[src/rtl/pipe_hazard_ctrl_pkg.sv]
// Shared definitions for the pipeline hazard controller.
//   - datapath/PC width and reset PC
//   - DCache-freeze and redirect FSM state encodings (2 bits each)
//   - performance counter width
package pipe_hazard_ctrl_pkg;

  localparam int           WORD_W     = 32;
  localparam logic [31:0]  PC_RST_DEF = 32'h1c00_0000;
  localparam int           PERF_W     = 32;

  typedef enum logic [1:0] {
    D_RUN  = 2'd0,
    D_WAIT = 2'd1
  } d_state_t;

  typedef enum logic [1:0] {
    R_IDLE = 2'd0,
    R_PEND = 2'd1
  } r_state_t;

endpackage

[src/rtl/pipe_hazard_ctrl_perf_counter.sv]
// Wrapping event counter with asynchronous active-high reset.
// Ports:
//   clk, rst   clock / async reset (count -> 0)
//   i_en       add one at the next clock edge
//   o_count    current count, wraps modulo 2^W
module perf_counter #(
  parameter int W = 32
) (
  input  logic         clk,
  input  logic         rst,
  input  logic         i_en,
  output logic [W-1:0] o_count
);

  logic [W-1:0] r_count;

  always_ff @(posedge clk or posedge rst) begin
    if (rst) r_count <= '0;
    else if (i_en) r_count <= r_count + 1'b1;
  end

  assign o_count = r_count;

endmodule

[src/rtl/pipe_hazard_ctrl.sv]
// Stall/flush sequencer for the 5-stage pipeline (IF, ID, EX, MEM, WB).
// Arbitrates DCache-miss freeze (highest priority), EX branch redirects
// (immediate, or deferred while the ICache refills) and load-use bubbles.
//
// state   | meaning
// --------+--------------------------------------------------------------
// D_RUN   | no DCache miss outstanding
// D_WAIT  | DCache miss outstanding; pipeline frozen until dcache_ready
// R_IDLE  | no redirect pending
// R_PEND  | redirect latched in r_pend_target, waiting for ICache idle
//
// Ports:
//   clk, rst                       clock / async active-high reset
//   i_icache_busy                  ICache refill, current fetch invalid
//   i_br_redirect, i_br_target     EX mispredict and correct PC
//   i_ld_use_hazard                ID depends on an EX load
//   i_mem_req, i_dcache_ready      MEM request and completion
//   o_pc_stall/redirect/target     PC register control
//   o_*_stall, o_*_flush           pipeline register control
//   o_perf_*                       cycle / dstall / redirect counters
module pipe_hazard_ctrl
  import pipe_hazard_ctrl_pkg::*;
#(
  parameter int               WORD   = WORD_W,
  parameter logic [WORD-1:0]  PC_RST = PC_RST_DEF
) (
  input  logic            clk,
  input  logic            rst,
  input  logic            i_icache_busy,
  input  logic            i_br_redirect,
  input  logic [WORD-1:0] i_br_target,
  input  logic            i_ld_use_hazard,
  input  logic            i_mem_req,
  input  logic            i_dcache_ready,
  output logic            o_pc_stall,
  output logic            o_pc_redirect,
  output logic [WORD-1:0] o_pc_redirect_target,
  output logic            o_if_id_stall,
  output logic            o_id_ex_stall,
  output logic            o_ex_mem_stall,
  output logic            o_if_id_flush,
  output logic            o_id_ex_flush,
  output logic            o_ex_mem_flush,
  output logic            o_mem_wb_flush,
  output logic [WORD-1:0] o_perf_cycles,
  output logic [WORD-1:0] o_perf_dstall,
  output logic [WORD-1:0] o_perf_redirects
);

  d_state_t        r_dstate;
  r_state_t        r_rstate;
  r_state_t        w_rstate_nxt;
  logic [WORD-1:0] r_pend_target;
  logic [WORD-1:0] w_pend_nxt;
  logic            w_freeze;

  // Freeze is combinational so the miss cycle itself is already held.
  always_comb begin
    w_freeze = 1'b0;
    if (!rst) begin
      case (r_dstate)
        D_RUN:   w_freeze = i_mem_req & ~i_dcache_ready;
        D_WAIT:  w_freeze = ~i_dcache_ready;
        default: w_freeze = 1'b0;
      endcase
    end
  end

  always_ff @(posedge clk or posedge rst) begin
    if (rst) begin
      r_dstate <= D_RUN;
    end else begin
      case (r_dstate)
        D_RUN:   if (i_mem_req && !i_dcache_ready) r_dstate <= D_WAIT;
        D_WAIT:  if (i_dcache_ready) r_dstate <= D_RUN;
        default: r_dstate <= D_RUN;
      endcase
    end
  end

  always_comb begin
    o_pc_stall           = 1'b0;
    o_pc_redirect        = 1'b0;
    o_pc_redirect_target = r_pend_target;
    o_if_id_stall        = 1'b0;
    o_id_ex_stall        = 1'b0;
    o_ex_mem_stall       = 1'b0;
    o_if_id_flush        = 1'b0;
    o_id_ex_flush        = 1'b0;
    o_ex_mem_flush       = 1'b0;
    o_mem_wb_flush       = 1'b0;
    w_rstate_nxt         = r_rstate;
    w_pend_nxt           = r_pend_target;
    if (rst) begin
      w_rstate_nxt = R_IDLE;
    end else if (w_freeze) begin
      // WB gets bubbles so a held MEM stage never writes back twice.
      o_pc_stall     = 1'b1;
      o_if_id_stall  = 1'b1;
      o_id_ex_stall  = 1'b1;
      o_ex_mem_stall = 1'b1;
      o_mem_wb_flush = 1'b1;
    end else begin
      case (r_rstate)
        R_IDLE: begin
          if (i_br_redirect) begin
            o_if_id_flush = 1'b1;
            o_id_ex_flush = 1'b1;
            if (i_icache_busy) begin
              o_pc_stall   = 1'b1;
              w_pend_nxt   = i_br_target;
              w_rstate_nxt = R_PEND;
            end else begin
              o_pc_redirect        = 1'b1;
              o_pc_redirect_target = i_br_target;
            end
          end else if (i_ld_use_hazard) begin
            o_pc_stall    = 1'b1;
            o_if_id_stall = 1'b1;
            o_id_ex_flush = 1'b1;
          end else if (i_icache_busy) begin
            o_pc_stall    = 1'b1;
            o_if_id_flush = 1'b1;
          end
        end
        R_PEND: begin
          // Whatever the ICache returns now is wrong-path and is discarded.
          o_if_id_flush = 1'b1;
          if (i_br_redirect) begin
            o_id_ex_flush = 1'b1;
            w_pend_nxt    = i_br_target;
          end
          if (i_icache_busy) begin
            o_pc_stall = 1'b1;
          end else begin
            o_pc_redirect        = 1'b1;
            o_pc_redirect_target = i_br_redirect ? i_br_target : r_pend_target;
            w_rstate_nxt         = R_IDLE;
          end
        end
        default: w_rstate_nxt = R_IDLE;
      endcase
    end
  end

  always_ff @(posedge clk or posedge rst) begin
    if (rst) begin
      r_rstate      <= R_IDLE;
      r_pend_target <= PC_RST;
    end else begin
      r_rstate      <= w_rstate_nxt;
      r_pend_target <= w_pend_nxt;
    end
  end

  perf_counter #(.W(WORD)) u_perf_cycles (
    .clk     (clk),
    .rst     (rst),
    .i_en    (1'b1),
    .o_count (o_perf_cycles)
  );

  perf_counter #(.W(WORD)) u_perf_dstall (
    .clk     (clk),
    .rst     (rst),
    .i_en    (w_freeze),
    .o_count (o_perf_dstall)
  );

  perf_counter #(.W(WORD)) u_perf_redirects (
    .clk     (clk),
    .rst     (rst),
    .i_en    (o_pc_redirect),
    .o_count (o_perf_redirects)
  );

endmodule

[config.mk]
export PLATFORM = sky130hd
export DESIGN_NAME = pipe_hazard_ctrl
export DESIGN_NICKNAME = d
export VERILOG_FILES = /design/src/rtl/pipe_hazard_ctrl_pkg.sv /design/src/rtl/pipe_hazard_ctrl_perf_counter.sv /design/src/rtl/pipe_hazard_ctrl.sv
export SDC_FILE = /design/constraint.sdc
export NUM_CORES = 1
export LEC_CHECK = 0
export ABC_AREA = 1
export BUFFER_PORTS_ARGS = -buffer_cell sky130_fd_sc_hd__buf_2
export CAP_MARGIN = 20
export CORE_MARGIN = 1.5
export CORE_UTILIZATION = 46
export CTS_CLUSTER_DIAMETER = 120
export DETAILED_ROUTE_END_ITERATION = 10
export GPL_ROUTABILITY_DRIVEN = 0
export PLACE_DENSITY_LB_ADDON = 0.08
export REMOVE_ABC_BUFFERS = 1
export SLEW_MARGIN = 5
export SYNTH_ARGS = -nofsm -noshare
export SYNTH_HDL_FRONTEND = slang
export SYNTH_SLANG_ARGS = --single-unit
[constraint.sdc]
create_clock -name clk -period 4.4 [get_ports clk]
set_input_delay 0.88 -clock clk [delete_from_list [all_inputs] [get_ports clk]]
set_output_delay 0.88 -clock clk [all_outputs]
set_load 0.01 [all_outputs]
==> run metrics <==
Synth top area share 46.1%; share of cells above drive strength 1 21.4%; largest net degree at the start of global routing 65; setup TNS 0 ns; period utilisation layout 70.0%; total chip power 3.39 mW; cts repair resizes 0; max frequency 0.325 GHz; Clock Tree Root clkbuf_16; filler instances 1409; postcts setup bufs 0; Final min period 3.08 ns; number of iterations in the first detailed-routing pass 5; HP Class in -> async; sequential fraction of the synthesis area 47.2%; Rel. slew slack 49.1%; async set-reset flop share out of synthesis 100%; worst slew pin tran 0.764 ns; Syn Area/Cell 7.67 um^2; # diodes 0; Post-synth EDFFs 0; Final ANT Viol Nets 0; Clock Latency Late Sink 0.42 ns; PortBufs 174; Slew Limit Fails 0; crit end category output pin; die height 125 um; clk slew on worst S/H paths 0.06 ns; Area contributors post-synth dfrtp_1 46%, nand2_1 13%, nor2_1 8.4%; number of synthesized register bits 130; Post-Route WL 16.2 mm; Initial Utilization 47.3%; dominant synthesized flop cell dfrtp_1; Placed Area 7930 um^2; H-tree Lvls 4; CORE AREA 14600 um^2; routed len/inst 12.7 um; Final Hold Vio Count 0; Nets 1119; Area Growth Syn to Fin 24.1%; post-DR vias/cell 4.81; Clock Skew 0.00683 ns; clock buffer depth 2; post-synthesis mux area share 0%; Critical Path AT 2.20 ns; via count 6128; die area 15700 um^2; VDD IR max 271 uV; R2R cell count 8; GRT Total Usage 21.6%; Post-DP HPWL 12.0 mm; final core utilization 58.7%; CTS tree built; vias in the first global route 5675; XOR/XNOR Fraction of Synth Area 6.73%; first-pass GRT wire length 27.6 mm; simple-gate area share of the yosys netlist 31.9%; max-cap viol count 0; power per cell area 396 nW/um^2; LEAKAGE 4.50 nW; # IOs 176; post-synthesis adder-cell area fraction 0.544%; Horiz. Die Dim 125 um; Final setup viols 0; fin area 8560 um^2; most frequent cells after synthesis 232 x nand2_1, 154 x nor2_1, 127 x dfrtp_1; largest area contributor in the netlist dfrtp_1; CP required 3.52 ns; Synth Warn # 0; Mapped Cells 899; Synth Cell Area 6900 um^2; Iteration-0 DRC Markers 285; post-synthesis compound-gate area fraction 5.62%; initial antenna violation count 0; post-place setup slack 1.26 ns; library cells used by synthesis 32; status completed; # DRC 0; crit-path max FO 37; Num Clock Sinks 130; crit path kind in -> out; Critical Path Start Type input port; top-count cell post-synth nand2_1; largest family of logic cells by synthesized area simple AND/OR/NAND/NOR gates; Post-CTS Hold Buffers 0; row count 44; TritonCTS Buffers 17; Final WS setup 1.32 ns; remaining global-route overflow 0; RSZ-0062 raised after global routing no
==> final timing paths <==
kind                                    from                      endpoint  slack (ns)
min                                      rst     u_perf_dstall.o_count[12]        0.45
min in group clk           r_pend_target[28]             r_pend_target[28]        0.48
max in group asynchronous                rst     u_perf_cycles.o_count[27]        2.86
max reg2reg                      r_dstate[0]  u_perf_redirects.o_count[22]        2.34
min reg2reg                r_pend_target[28]             r_pend_target[28]        0.48
max                                      rst                 o_pc_redirect        1.32
==> area by class of cell <==
cell class                      instances  area [um^2]  share of cell area, %
Sequential cell                       130         3260                   38.1
Multi-Input combinational cell        636         3110                   36.3
Timing Repair Buffer                  178          901                   10.5
Clock buffer                           22          474                   5.54
Inverter                              114          433                   5.06
Tap cell                              184          230                   2.69
Clock inverter                         10          155                   1.81
==> cell families after synthesis <==
group,Yosys count
AOI/OAI and AO/OA,75
DFF,130
and+or+nand+nor,504
other,1
xor gates and xnor gates,53
adders and majority gates,3
buffers and inverters,133
==> layout by cell type (no fill, tap or decap), types with 8 or more instances in the layout <==
cell | Yosys | routed
nor3_1 | 18 | 18
dfrtp_1 | 127 | 127
xor2_1 | 34 | 34
xnor2_1 | 19 | 19
nand2_1 | 232 | 232
buf_2 | 7 | 174
nor2_1 | 154 | 154
clkbuf_16 | 0 | 17
o21ai_0 | 8 | 8
nand3b_1 | 20 | 20
inv_1 | 112 | 112
nand4_1 | 20 | 20
nor2_2 | 8 | 8
nand3_1 | 39 | 39
a21oi_1 | 65 | 65
==> sequential cells by signal, indices dropped and copies added, names as in the netlist <==
signal	count
u_perf_cycles.o_count	32
r_pend_target	32
u_perf_redirects.o_count	32
r_rstate	1
r_dstate	1
u_perf_dstall.o_count	32
==> critical path, cell delays in order <==
cell and delay (ns):
buf_2 0.13, inv_6 0.26, nand4_2 0.50, inv_2 0.25, buf_2 0.16
==> per-stage QoR <==
stage,std cells,hold slack (ns)
after global routing,1274,0.476
after CTS,1274,0.458
final,1274,0.453
after detailed placement,1242,0.471
after global placement,1242,0.465
after floorplan,880,0.451
==> per-layer routing <==
metal	track usage [%]	vias to the layer above	wire length (um)
met4	6.82	0	238
met5	0	-	0
li1	-	3173	-
met3	4.49	18	801
met1	31.0	2791	8010
met2	33.0	146	7190
==> power by group <==
group,switching [mW],internal [mW],total (mW)
Sequential,0.0778,1.32,1.39
Combinational,0.301,0.190,0.491
Clock,0.517,0.989,1.51
Total,0.896,2.49,3.39
Power figures use the tool's default switching activity.
